===== config.mk =====
export PLATFORM = sky130hd
export DESIGN_NAME = wallace_mult_pipe
export DESIGN_NICKNAME = d
export VERILOG_FILES = /design/src/rtl/wallace_pkg.sv /design/src/rtl/wallace_csa_tree.sv /design/src/rtl/wallace_mult_pipe.sv
export SDC_FILE = /design/constraint.sdc
export NUM_CORES = 1
export LEC_CHECK = 0
export CAP_MARGIN = 10
export CELL_PAD_IN_SITES_DETAIL_PLACEMENT = 1
export CELL_PAD_IN_SITES_GLOBAL_PLACEMENT = 1
export CORE_ASPECT_RATIO = 0.8
export CORE_MARGIN = 2
export CORE_UTILIZATION = 41
export CTS_CLUSTER_SIZE = 24
export DETAILED_ROUTE_END_ITERATION = 8
export GPL_TIMING_DRIVEN = 0
export PLACE_DENSITY = 0.73
export SYNTH_ARGS = -nofsm -noshare
export SYNTH_HDL_FRONTEND = slang
export SYNTH_SLANG_ARGS = --single-unit

===== constraint.sdc =====
create_clock -name clk -period 7.17 [get_ports clk]
set_clock_uncertainty 0.2 [all_clocks]
set_input_delay 1.434 -clock clk [delete_from_list [all_inputs] [get_ports clk]]
set_output_delay 1.434 -clock clk [all_outputs]
set_load 0.05 [all_outputs]

===== src/rtl/wallace_pkg.sv =====
// Shared definitions for the pipelined Wallace-tree multiplier:
// pipeline depth, operation-mode encoding and elaboration-time helpers
// that size the carry-save reduction tree.
package wallace_pkg;

  // Number of register stages between an accepted input and out_valid.
  localparam int LATENCY = 3;

  // Operation mode carried with every transaction.
  typedef enum logic {
    MODE_UNSIGNED = 1'b0,
    MODE_SIGNED   = 1'b1
  } mult_mode_e;

  // Rows entering the tree: one partial product per multiplier bit plus
  // one correction-constant row (all zero in unsigned mode).
  function automatic int pp_count(input int width);
    return width + 32'sd1;
  endfunction

  // Rows left after 'levels' layers of 3:2 compression starting from n rows.
  // Each full group of three rows becomes a sum and a carry row; leftover
  // rows pass straight through to the next layer.
  function automatic int rows_after(input int n, input int levels);
    int r;
    r = n;
    for (int i = 0; i < levels; i++) begin
      r = (r / 32'sd3) * 32'sd2 + (r % 32'sd3);
    end
    return r;
  endfunction

  // Number of compression layers needed to bring n rows down to two.
  function automatic int csa_levels(input int n);
    int r;
    int cnt;
    r   = n;
    cnt = 32'sd0;
    while (r > 32'sd2) begin
      r   = (r / 32'sd3) * 32'sd2 + (r % 32'sd3);
      cnt = cnt + 32'sd1;
    end
    return cnt;
  endfunction

endpackage


===== src/rtl/wallace_csa_tree.sv =====
// Combinational partial-product generation and carry-save reduction.
// Produces two 2*WIDTH rows (sum, carry) whose modular sum is a*b, for
// either unsigned or two's-complement (Baugh-Wooley) operands.
module wallace_csa_tree
  import wallace_pkg::*;
#(
  parameter int WIDTH = 6
) (
  input  logic [WIDTH-1:0]   a,
  input  logic [WIDTH-1:0]   b,
  input  logic               is_signed,
  output logic [2*WIDTH-1:0] sum,
  output logic [2*WIDTH-1:0] carry
);

  localparam int PW    = 2 * WIDTH;
  localparam int NROWS = pp_count(WIDTH);
  localparam int NLEV  = csa_levels(NROWS);

  // Bits that Baugh-Wooley inverts: the a-MSB term in ordinary rows, and
  // every term except the a-MSB one in the row for the b-MSB.
  localparam logic [WIDTH-1:0] MSB_MASK = {1'b1, {(WIDTH-1){1'b0}}};
  localparam logic [WIDTH-1:0] LOW_MASK = ~MSB_MASK;

  // Signed correction constant: +1 at column WIDTH and column 2*WIDTH-1.
  localparam logic [PW-1:0] ONE_ROW   = {{(PW-1){1'b0}}, 1'b1};
  localparam logic [PW-1:0] CONST_ROW = (ONE_ROW << WIDTH) | (ONE_ROW << (PW - 1));

  // Row-wide full adder: bitwise sum of three rows.
  function automatic logic [PW-1:0] fa_sum(input logic [PW-1:0] x, input logic [PW-1:0] y,
                                           input logic [PW-1:0] z);
    return x ^ y ^ z;
  endfunction

  // Row-wide full adder carry, moved up one column; the carry out of the
  // top column falls off because the product is taken mod 2^(2*WIDTH).
  function automatic logic [PW-1:0] fa_carry(input logic [PW-1:0] x, input logic [PW-1:0] y,
                                             input logic [PW-1:0] z);
    logic [PW-1:0] maj;
    maj = (x & y) | (x & z) | (y & z);
    return {maj[PW-2:0], 1'b0};
  endfunction

  // lvl_s[k] holds the rows after k compression layers.
  logic [PW-1:0] lvl_s [0:NLEV][0:NROWS-1];

  // Partial-product rows, each widened to the full product width and
  // shifted to its column.
  for (genvar j = 0; j < WIDTH; j++) begin : g_pp
    localparam logic [WIDTH-1:0] INV_MASK = (j == WIDTH - 1) ? LOW_MASK : MSB_MASK;
    logic [WIDTH-1:0] raw_s;
    assign raw_s         = (a & {WIDTH{b[j]}}) ^ (INV_MASK & {WIDTH{is_signed}});
    assign lvl_s[0][j]   = {{WIDTH{1'b0}}, raw_s} << j;
  end

  assign lvl_s[0][NROWS-1] = is_signed ? CONST_ROW : {PW{1'b0}};

  // Compression layers: group rows in threes, pass leftovers through,
  // tie the unused slots of each layer to zero.
  for (genvar lv = 0; lv < NLEV; lv++) begin : g_lvl
    localparam int CUR = rows_after(NROWS, lv);
    localparam int GRP = CUR / 3;
    localparam int REM = CUR % 3;
    for (genvar r = 0; r < NROWS; r++) begin : g_row
      if (r < 2 * GRP) begin : g_fa
        localparam int G = r / 2;
        if (r % 2 == 0) begin : g_s
          assign lvl_s[lv+1][r] = fa_sum(lvl_s[lv][3*G], lvl_s[lv][3*G+1], lvl_s[lv][3*G+2]);
        end else begin : g_c
          assign lvl_s[lv+1][r] = fa_carry(lvl_s[lv][3*G], lvl_s[lv][3*G+1], lvl_s[lv][3*G+2]);
        end
      end else if (r < 2 * GRP + REM) begin : g_pass
        assign lvl_s[lv+1][r] = lvl_s[lv][3*GRP + (r - 2*GRP)];
      end else begin : g_zero
        assign lvl_s[lv+1][r] = {PW{1'b0}};
      end
    end
  end

  assign sum   = lvl_s[NLEV][0];
  assign carry = lvl_s[NLEV][1];

endmodule


===== src/rtl/wallace_mult_pipe.sv =====
// Three-stage pipelined WIDTH x WIDTH multiplier with valid/ready on both
// sides. S1 registers the operands, S2 registers the carry-save rows, S3
// registers the final carry-propagate sum. One global advance signal
// freezes every stage while the consumer back-pressures.
module wallace_mult_pipe
  import wallace_pkg::*;
#(
  parameter int WIDTH = 6,
  parameter int TAG_W = 4
) (
  input  logic               clk,
  input  logic               rst_n,
  input  logic               in_valid,
  output logic               in_ready,
  input  logic [WIDTH-1:0]   in_a,
  input  logic [WIDTH-1:0]   in_b,
  input  logic               in_signed,
  input  logic [TAG_W-1:0]   in_tag,
  output logic               out_valid,
  input  logic               out_ready,
  output logic [2*WIDTH-1:0] out_product,
  output logic [TAG_W-1:0]   out_tag
);

  localparam int PW = 2 * WIDTH;

  typedef struct packed {
    logic [WIDTH-1:0] a;
    logic [WIDTH-1:0] b;
    mult_mode_e       mode;
    logic [TAG_W-1:0] tag;
  } s1_payload_t;

  logic             adv_s;
  logic             s1_valid_r;
  s1_payload_t      s1_r;
  logic [PW-1:0]    tree_sum_s;
  logic [PW-1:0]    tree_carry_s;
  logic             s2_valid_r;
  logic [PW-1:0]    s2_sum_r;
  logic [PW-1:0]    s2_carry_r;
  logic [TAG_W-1:0] s2_tag_r;

  // The whole pipe moves unless a presented result is being refused.
  assign adv_s    = !out_valid || out_ready;
  assign in_ready = adv_s;

  // S1: capture operands, mode and tag on an input transfer.
  always_ff @(posedge clk) begin
    if (!rst_n) begin
      s1_valid_r <= 1'b0;
      s1_r       <= '0;
    end else if (adv_s) begin
      s1_valid_r <= in_valid;
      if (in_valid) begin
        s1_r <= '{a: in_a, b: in_b, mode: mult_mode_e'(in_signed), tag: in_tag};
      end
    end
  end

  wallace_csa_tree #(
    .WIDTH(WIDTH)
  ) u_tree (
    .a         (s1_r.a),
    .b         (s1_r.b),
    .is_signed (s1_r.mode == MODE_SIGNED),
    .sum       (tree_sum_s),
    .carry     (tree_carry_s)
  );

  // S2: register the reduced sum/carry rows and the tag.
  always_ff @(posedge clk) begin
    if (!rst_n) begin
      s2_valid_r <= 1'b0;
      s2_sum_r   <= '0;
      s2_carry_r <= '0;
      s2_tag_r   <= '0;
    end else if (adv_s) begin
      s2_valid_r <= s1_valid_r;
      if (s1_valid_r) begin
        s2_sum_r   <= tree_sum_s;
        s2_carry_r <= tree_carry_s;
        s2_tag_r   <= s1_r.tag;
      end
    end
  end

  // S3: final carry-propagate add into the registered outputs.
  always_ff @(posedge clk) begin
    if (!rst_n) begin
      out_valid   <= 1'b0;
      out_product <= '0;
      out_tag     <= '0;
    end else if (adv_s) begin
      out_valid <= s2_valid_r;
      if (s2_valid_r) begin
        out_product <= s2_sum_r + s2_carry_r;
        out_tag     <= s2_tag_r;
      end
    end
  end

endmodule

# --- After elaboration in Yosys (flattened, before gate mapping) ---
# Index checks and enable logic that the tools add are counted.
totals:
  elab_cells: 66
  input_bits: 21
  register_bits: 63
classes:
  add_sub_neg: 1
  bitwise: 47
  mux: 1
  reduce_logical: 5
op_table:
  columns: ["op", "count"]
  rows:
  - ["AND 11 bit", 9]
  - ["bitwise OR 11 bit", 9]
  - ["bitwise XOR 12 bit", 5]
  - ["AND 6 bit", 6]
  - ["bitwise XOR 6 bit", 5]
  - ["adder 12 bit", 1]
  - ["two-way mux 12 bit", 1]
  - ["bitwise XOR 12 x 11 -> 12 bit", 1]
  - ["AND 10 x 11 -> 11 bit", 1]
  - ["AND 9 x 11 -> 11 bit", 1]
  - ["bitwise OR 11 x 8 -> 11 bit", 1]
  - ["bitwise XOR 10 x 11 -> 11 bit", 1]
  - ["AND 9 x 10 -> 10 bit", 1]
  - ["bitwise XOR 9 x 10 -> 10 bit", 1]
  - ["AND 6 x 8 -> 8 bit", 1]
  - ["AND 7 x 8 -> 8 bit", 1]
  - ["bitwise XOR 7 x 8 -> 8 bit", 1]
  - ["AND 6 x 7 -> 7 bit", 1]
  - ["bitwise XOR 6 x 7 -> 7 bit", 1]
  - ["AND reduction 2 bit", 3]
  - ["bitwise XOR 6 x 5 -> 6 bit", 1]
  - ["logical NOT 1 bit", 1]
  - ["logical OR 1 bit", 1]

# --- Depth between registers and ports, before layout ---
# Gate-level depths: netlist of run 1.
logic_depth:
  word_depth: 14
  depth_mapped: 12
  depth_no_buf: 11

# --- Hierarchy ---
# Synthesis of run 1 repeated with hierarchy kept, for this count alone.
hier_totals:
  hier_cells: 441
  area_unflattened_um2: 3843.7
modules_own_cells:
  columns: ["mod", "n_inst", "cells_each", "area_per_inst_um2"]
  rows:
  - ["wallace_mult_pipe", 1, 333, 2850.2]
  - ["wallace_csa_tree", 1, 108, 993.5]

# --- Worst setup path after synthesis of run 1 ---
# OpenSTA, ideal clock, no wires.
synth_timing:
  path_type: "register to register"
  from: "reg s1_r[4] (netlist name)"
  to: "reg s2_sum_r[6]"
  slack_ps: 3668
  setup_ps: 116
  synth_period_minus_slack_ps: 3502
  t_required_ps: 6854
  t_arrival_ps: 3185
  stages_incl_launch_ff: 12
  cell_sequence: "dfxtp_1 > clkbuf_1 > inv_2 > xnor2_1 > fa_1 > inv_1 > fa_1 > inv_1 > fa_1 > fa_1 > nand2_1 > o211a_1"
synth_between:
  elab_chain_cells: 10
  word_cells_on_any_way: 30
  classes_between: "mux: 1; bitwise: 29"
synth_lines:
  columns: ["item", "line", "rtl"]
  rows:
  - ["from (decl)", "wallace_mult_pipe.sv:36", "s1_payload_t s1_r;"]
  - ["from (signal assigned)", "wallace_mult_pipe.sv:56", "s1_r <= '{a: in_a, b: in_b, mode: mult_mode_e'(in_signed), tag: in_tag};"]
  - ["bitwise XOR 6 bit", "wallace_csa_tree.sv:52", "assign raw_s = (a & {WIDTH{b[j]}}) ^ (INV_MASK & {WIDTH{is_signed}});"]
  - ["AND 6 x 7 -> 7 bit (tied with other cells)", "wallace_csa_tree.sv:40", "maj = (x & y) | (x & z) | (y & z);"]
  - ["bitwise OR 11 bit / bitwise XOR 7 x 8 -> 8 bit (equally long branches)", "wallace_csa_tree.sv:40, wallace_csa_tree.sv:32", null]
  - ["bitwise OR 11 x 8 -> 11 bit (tied with other cells)", "wallace_csa_tree.sv:40", null]
  - ["bitwise XOR 12 bit (tied with other cells)", "wallace_csa_tree.sv:32", "return x ^ y ^ z;"]
  - ["bitwise XOR 12 x 11 -> 12 bit (tied with other cells)", "wallace_csa_tree.sv:32", null]
  - ["bitwise XOR 12 bit / bitwise OR 11 bit (equally long branches) (2 in a row)", "wallace_csa_tree.sv:32, wallace_csa_tree.sv:40", null]
  - ["bitwise XOR 12 bit", "wallace_csa_tree.sv:32", null]
  - ["bitwise XOR 12 bit (*)", "wallace_csa_tree.sv:32", null]
  - ["to (signal assigned)", "wallace_mult_pipe.sv:81", "s2_sum_r <= tree_sum_s;"]
  - ["to (decl)", "wallace_mult_pipe.sv:40", "logic [PW-1:0] s2_sum_r;"]
# Mark *: on every way between the ends. The rest lies on a longest branch, timed or not.
# A chain may end at the register's enable or synchronous reset.

# --- Worst setup path after layout of run 1 ---
layout_timing:
  from: "in out_ready"
  to: "out in_ready"
layout_between:
  elab_chain_cells: 1
layout_lines:
  columns: ["item", "line", "rtl"]
  rows:
  - ["from (decl)", "wallace_mult_pipe.sv:20", "input logic out_ready,"]
  - ["logical OR 1 bit", "wallace_mult_pipe.sv:45", "assign adv_s = !out_valid || out_ready;"]
  - ["to (decl)", "wallace_mult_pipe.sv:14", "output logic in_ready,"]
# Every way passes these cells.

==> results of run 1 <==
==> final timing paths <==
path | endpoint | slack, ps | cells past startpoint
max reg2reg | s2_sum_r[6]$_SDFFE_PN0P_ | 3390 | 11
min | out_product[0]$_SDFFE_PN0P_ | 270 | 2
max | in_ready | 2600 | 4
min reg2reg | out_product[0]$_SDFFE_PN0P_ | 270 | 2
==> power by group through the flow <==
stage | Clock, mW | Combinational, mW | Sequential, mW
after global placement | 0 | 0.0960 | 0.358
after CTS | 0.290 | 0.0996 | 0.351
after global routing | 0.304 | 0.113 | 0.353
after floorplan | 0 | 0.0612 | 0.358
after detailed placement | 0 | 0.0995 | 0.359
final | 0.281 | 0.0978 | 0.351
==> cell families after synthesis <==
kind of cell | after synthesis
simple gates | 161
buf+inv | 44
flops | 59
compound gates | 66
fa+ha+maj | 40
xor+xnor | 13
==> registers in the layout (all words and copies together) (netlist names) <==
name,flops
s1_r,17
out_product,12
s2_sum_r,12
s2_carry_r,7
out_tag,4
s2_tag_r,4
out_valid,1
s1_valid_r,1
s2_valid_r,1
==> stage by stage <==
stage	hold slack, ps	power, mW	instances	worst slack [ps]	instance area [sq um]
after detailed placement	260.7	0.4582	529	2591	3857
final	265.7	0.7299	545	2595	4035
after global routing	301.6	0.7699	545	2563	4035
after CTS	271.1	0.7400	545	2591	4035
after floorplan	241.2	0.4195	383	3668	3342
after global placement	254.0	0.4541	529	2599	3857
==> worst min-delay path: stages, from the launching register on <==
cell      delay [ps]
dfxtp_1          310
nand2_1           50
a21boi_0          60
==> cells in the mapped netlist <==
cell type    n  area share
nand2_1    126        0.14
dfxtp_1     59        0.35
a21boi_0    50        0.11
inv_1       23       0.026
ha_1        21       0.079
fa_1        19        0.11
and2_1      17       0.032
xnor2_1     12       0.031
buf_2        8       0.012
clkbuf_1     8      0.0090
nand3_1      4      0.0060
o211a_1      4       0.012
and3_1       3      0.0056
buf_4        3      0.0067
a21oi_1      2      0.0030
inv_2        2      0.0022
nand4_1      2      0.0037
nand4b_1     2      0.0052
o2111ai_1    2      0.0052
o21a_1       2      0.0045
a21o_1       1      0.0022
a221o_1      1      0.0030
a31oi_1      1      0.0019
and4_1       1      0.0026
nand2b_1     1      0.0019
nand3b_1     1      0.0022
nor2b_2      1      0.0026
nor2b_4      1      0.0041
o211ai_1     1      0.0022
o311a_1      1      0.0030
o311ai_0     1      0.0026
or3_1        1      0.0019
or4b_1       1      0.0030
xor2_1       1      0.0026
==> layout make-up <==
class,instances,area [sq um],share of cell area
Tap cell,108,135.1,0.03349
Timing Repair Buffer,38,380.4,0.09426
Buffer,19,92.59,0.02295
Clock inverter,7,53.80,0.01333
Inverter,25,93.84,0.02326
Clock buffer,9,123.9,0.03070
Sequential cell,59,1181,0.2927
Multi-Input combinational cell,280,1974,0.4893
==> metal layers <==
layer,track usage,up-vias,share of wire
met3,0.04658,8,0.035
met5,0,-,0
met2,0.3695,44,0.49
met1,0.2508,1369,0.47
met4,0.04727,0,0.0074
li1,-,1336,-
==> results.yml, run 1 <==
floorplanning:
  pin_count: 39
  num_rows: 29
  dieHeight_um: 84.75
  die-area_sq_mm: 0.008894
  die_w_um: 104.9
  start_util: 0.4225
  core_area_sq_mm: 0.007910
grt:
  grt_first_pass_wirelength_um: 14170
  antenna_found_initial: 0
  grt_max_degree: 13
  grt_usage: 0.2053
  gr-total-overflow: 0
  grt_pass1_vias: 2949
worst_setup_path:
  crit_required_ps: 5540
  cp.arrival_ps: 2940
  cp-startpoint: "out_ready"
  cpPeakStageDelay_ps: 820
  crit_chain: "clkdlybuf4s50_1 > nor2b_4 > inv_2 > clkdlybuf4s50_1"
  crit_family: "buffers and inverters"
  reg2reg_from: "s1_r[4]$_SDFFE_PN0P_"
  crit_type: "input port to output port"
  crit_slowest_cell: "clkdlybuf4s50_1"
  crit_top_cell: "clkdlybuf4s50_1"
  path_buf_inv: 3
  critical_path.endpoint_type: "output port"
  start_kind: "input port"
  critPathMaxFanout: 7
power_and_ir_drop:
  ir_drop_mv: 0.1064
  switching_share: 0.3032
  combPwrFrac: 0.134
  p_leak_nw: 1.633
  intPower_mw: 0.5086
  power.density_mw_per_mm2: 180.9
  p_sw_mw: 0.2213
  pwr-share-clk: 0.385
  pwr-share-seq: 0.481
clocking:
  clockBufferDepth: 2
  cts_tree: "built"
  path_clk_slew_ps: 70
  cts_sinks: 59
  clk_latency_ps: 340
  cts_buffers: 9
  htree_levels: 3
  post_cts_buffers: 0
  cts-root-buf: "clkbuf_8"
  ctsResizeCount: 0
  cts_hold_buf: 0
detailed_routing:
  postRouteAntennaNets: 0
  first_iter_violations: 103
  remaining_drc_errors: 0
  drt_wl_total_um: 8247
  first_pass_iters: 4
  via_per_inst: 5.059
  post_drt_wl_per_cell_um: 15.13
  vias: 2757
min_path:
  hold_class: "register to register"
  hp-start: "out_product[0]$_SDFFE_PN0P_"
synthesis:
  synth-warning-count: 0
  ys_types: 34
  ys_ff_latch: 59
  synth_xor_area_frac: 0.03407
  syn_inst: 383
  muxShareOfSynthArea: 0
  synth_area_sq_mm: 0.003342
  synthSimpleGateAreaFrac: 0.2123
  synth_top_family_by_area: "simple AND/OR/NAND/NOR gates"
  yosysSeqAreaShare: 0.3534
  synth_nets: 444
  syn_avg_cell_area_sq_um: 8.726
  synth_adder_area_share: 0.1924
  synth_compound_area_frac: 0.1520
finish:
  mostFrequentLayoutCells: "nand2_1 (126), dfxtp_1 (59), a21boi_0 (50)"
  final_common_cell: "nand2_1"
  n_fill_cell: 982
  finalNetCount: 493
  final_core_util: 0.5101
  diodes: 0
  syn_to_final_growth_pct: 20.74
  drive_above_1_share: 0.07094
timing:
  layout_worst_path_cycle_share: 0.6381
  hold_violations: 0
  slew_headroom: 0.5830
  rsz0062_at_grt: "no"
  fin_crit_ps: 4575
  final_max_slew_viol_count: 0
  fmax_ghz: 0.2186
  tightest_slew_ps: 625.5
  fin_tns_setup_ps: 0
  setup_violations: 0
placement:
  globalplace.congestion: 0.7667
  dp_hpwl_um: 6490
  portBuffers: 38
outcome:
  status: "completed"
run:
  cap_violations: 0
Power figures use the tool's default switching activity.
==> inputs of run 2 (changes only) <==
CORE_UTILIZATION = 38   (was 41)
PLACE_DENSITY = 0.71   (was 0.73)
clock period = 3.7 ns   (was 7.17 ns; I/O delays follow)
==> run 2 against run 1 <==
- worst setup slack lost 2400 ps
- non-clock buffer count shrank 1
- sequential power grew 95%
- die area grew 7.6%
- via count shrank 2.0%
- first-iteration DRC count shrank 53%
- combinational power grew 92%
- count of clock-buffer cells in the layout is the same
- largest cell class unchanged
- highest routed layer unchanged
==> results.yml, run 2 (same netlist as run 1, synthesis figures left out) <==
min_path:
  hold_class: "register to register"
  worstHoldPathCells: 2
clocking:
  clk_latency_ps: 340
  post_cts_buffers: 0
  cts_sinks: 59
  cts_buffers: 9
  path_clk_slew_ps: 80
  cts_tree: "built"
  clockBufferDepth: 2
  cts_hold_buf: 0
  cts-root-buf: "clkbuf_8"
  htree_levels: 3
finish:
  largest_register_ff_count: 17
  syn_to_final_growth_pct: 20.78
  diodes: 0
  mostFrequentLayoutCells: "nand2_1 (126), dfxtp_1 (58), a21boi_0 (50)"
  final_common_cell: "nand2_1"
  drive_above_1_share: 0.07339
  top_register: "s1_r"
  n_fill_cell: 1019
  reg_top3: "s1_r (17), out_product (12), s2_sum_r (12)"
  finalNetCount: 492
  fin_cells: 548
grt:
  grt_max_degree: 13
  grt_pass1_vias: 2863
  antenna_found_initial: 0
  use_met3: 0.04167
  gr-total-overflow: 0
  grt_usage: 0.1921
  gr-usage-met2: 0.3222
  use_met1: 0.2519
  grt_first_pass_wirelength_um: 13990
  grt-busiest-layer: "met2"
worst_setup_path:
  crit_type: "register to register"
  crit_top_cell: "fa_1"
  cp_num_cells: 10
  reg2reg_depth: 10
  crit_family: "adder cells"
  critical_path.endpoint_type: "register"
  start_kind: "register"
  cp.arrival_ps: 3490
  crit_required_ps: 3730
  path_buf_inv: 3
  crit_slowest_cell: "fa_1"
  critPathMaxFanout: 8
  cpPeakStageDelay_ps: 550
  crit_chain: "inv_2 > xnor2_1 > fa_1 > inv_1 > fa_1 > inv_1 > fa_1 > fa_1 > nand2_1 > o211a_1"
detailed_routing:
  first_iter_violations: 48
  first_pass_iters: 4
  drt_wl_total_um: 8113
  postRouteAntennaNets: 0
  via_per_inst: 4.931
  post_drt_wl_per_cell_um: 14.80
  vias: 2702
  remaining_drc_errors: 0
floorplanning:
  num_rows: 30
  start_util: 0.3922
  dieHeight_um: 87.88
  core_area_sq_mm: 0.008521
  die-area_sq_mm: 0.009566
  die_w_um: 108.9
  pin_count: 39
timing:
  final_max_slew_viol_count: 0
  fmax_ghz: 0.2888
  tightest_slew_ps: 596.0
  fin_tns_setup_ps: 0
  hold_violations: 0
  setup_violations: 0
  layout_worst_path_cycle_share: 0.9359
  rsz0062_at_grt: "no"
  slew_headroom: 0.6027
  fin_crit_ps: 3463
  timing.hold.ws_ps: 264.0
placement:
  dp_hpwl_um: 6371
  globalplace.congestion: 0.7787
  portBuffers: 38
  dp_cells: 533
power_and_ir_drop:
  p_sw_mw: 0.4118
  combPwrFrac: 0.135
  pwr-share-seq: 0.488
  ir_drop_mv: 0.1823
  p_leak_nw: 1.640
  power.density_mw_per_mm2: 346.4
  pwr-share-clk: 0.377
  intPower_mw: 0.9866
  switching_share: 0.2945
outcome:
  status: "completed"
run:
  cap_violations: 0
## run 2: worst min-delay path, delay by kind of cell (launching register included)
family / cells / cell delay [ps]
flops: 1 / 320
compound gates: 1 / 60
simple gates: 1 / 50
## run 2: cell type report
| cell class | count | area, sq um | area share |
|---|---|---|---|
| plain buffers | 18 | 88.84 | 0.02201 |
| flip-flops and latches | 59 | 1182 | 0.2929 |
| clock inverters | 7 | 52.55 | 0.01302 |
| inverters | 25 | 93.84 | 0.02325 |
| repair buffers | 38 | 380.4 | 0.09423 |
| multi-input cells | 280 | 1974 | 0.4891 |
| clock buffers | 9 | 123.9 | 0.03069 |
| well taps | 112 | 140.1 | 0.03472 |
## run 2: metal layers
metal | share of wire | routed length (um)
met5 | 0 | 0
met4 | 0.0095 | 77
met3 | 0.029 | 234
met2 | 0.47 | 3780
met1 | 0.50 | 4020
## run 2: timing repair
| action | in CTS | in global routing |
|---|---|---|
| gates resized for setup | 0 | 1 |
| setup endpoints to repair | 2 | 1 |
| cloned | 0 | 0 |
## run 2: power by group through the flow
| stage | Sequential, mW | Combinational (mW) | Clock (mW) |
|---|---|---|---|
| detailed placement | 0.695 | 0.194 | 0 |
| global route | 0.686 | 0.216 | 0.581 |
| CTS | 0.682 | 0.193 | 0.551 |
| finish | 0.683 | 0.188 | 0.528 |
| floorplan | 0.694 | 0.119 | 0 |
| global placement | 0.694 | 0.188 | 0 |
## run 2: final timing paths
kind                                          startpoint                           to  slack, ps
worst max-delay path                s1_r[4]$_SDFFE_PN0P_     s2_sum_r[6]$_SDFFE_PN0P_        240
worst min-delay path            s2_sum_r[4]$_SDFFE_PN0P_  out_product[4]$_SDFFE_PN0P_        260
worst max register to register      s1_r[4]$_SDFFE_PN0P_     s2_sum_r[6]$_SDFFE_PN0P_        240
worst min register to register  s2_sum_r[4]$_SDFFE_PN0P_  out_product[4]$_SDFFE_PN0P_        260
## run 2: per-stage QoR
stage                     total power [mW]  setup slack [ps]  utilization  area [sq um]
after floorplan                     0.8129             198.4            -          3342
after global placement              0.8816            -61.06       0.4533          3862
after detailed placement            0.8891            -109.9       0.4533          3862
after CTS                            1.426             40.40       0.4736          4035
after global routing                 1.483             124.6       0.4737          4036
final                                1.398             237.0       0.4737          4036
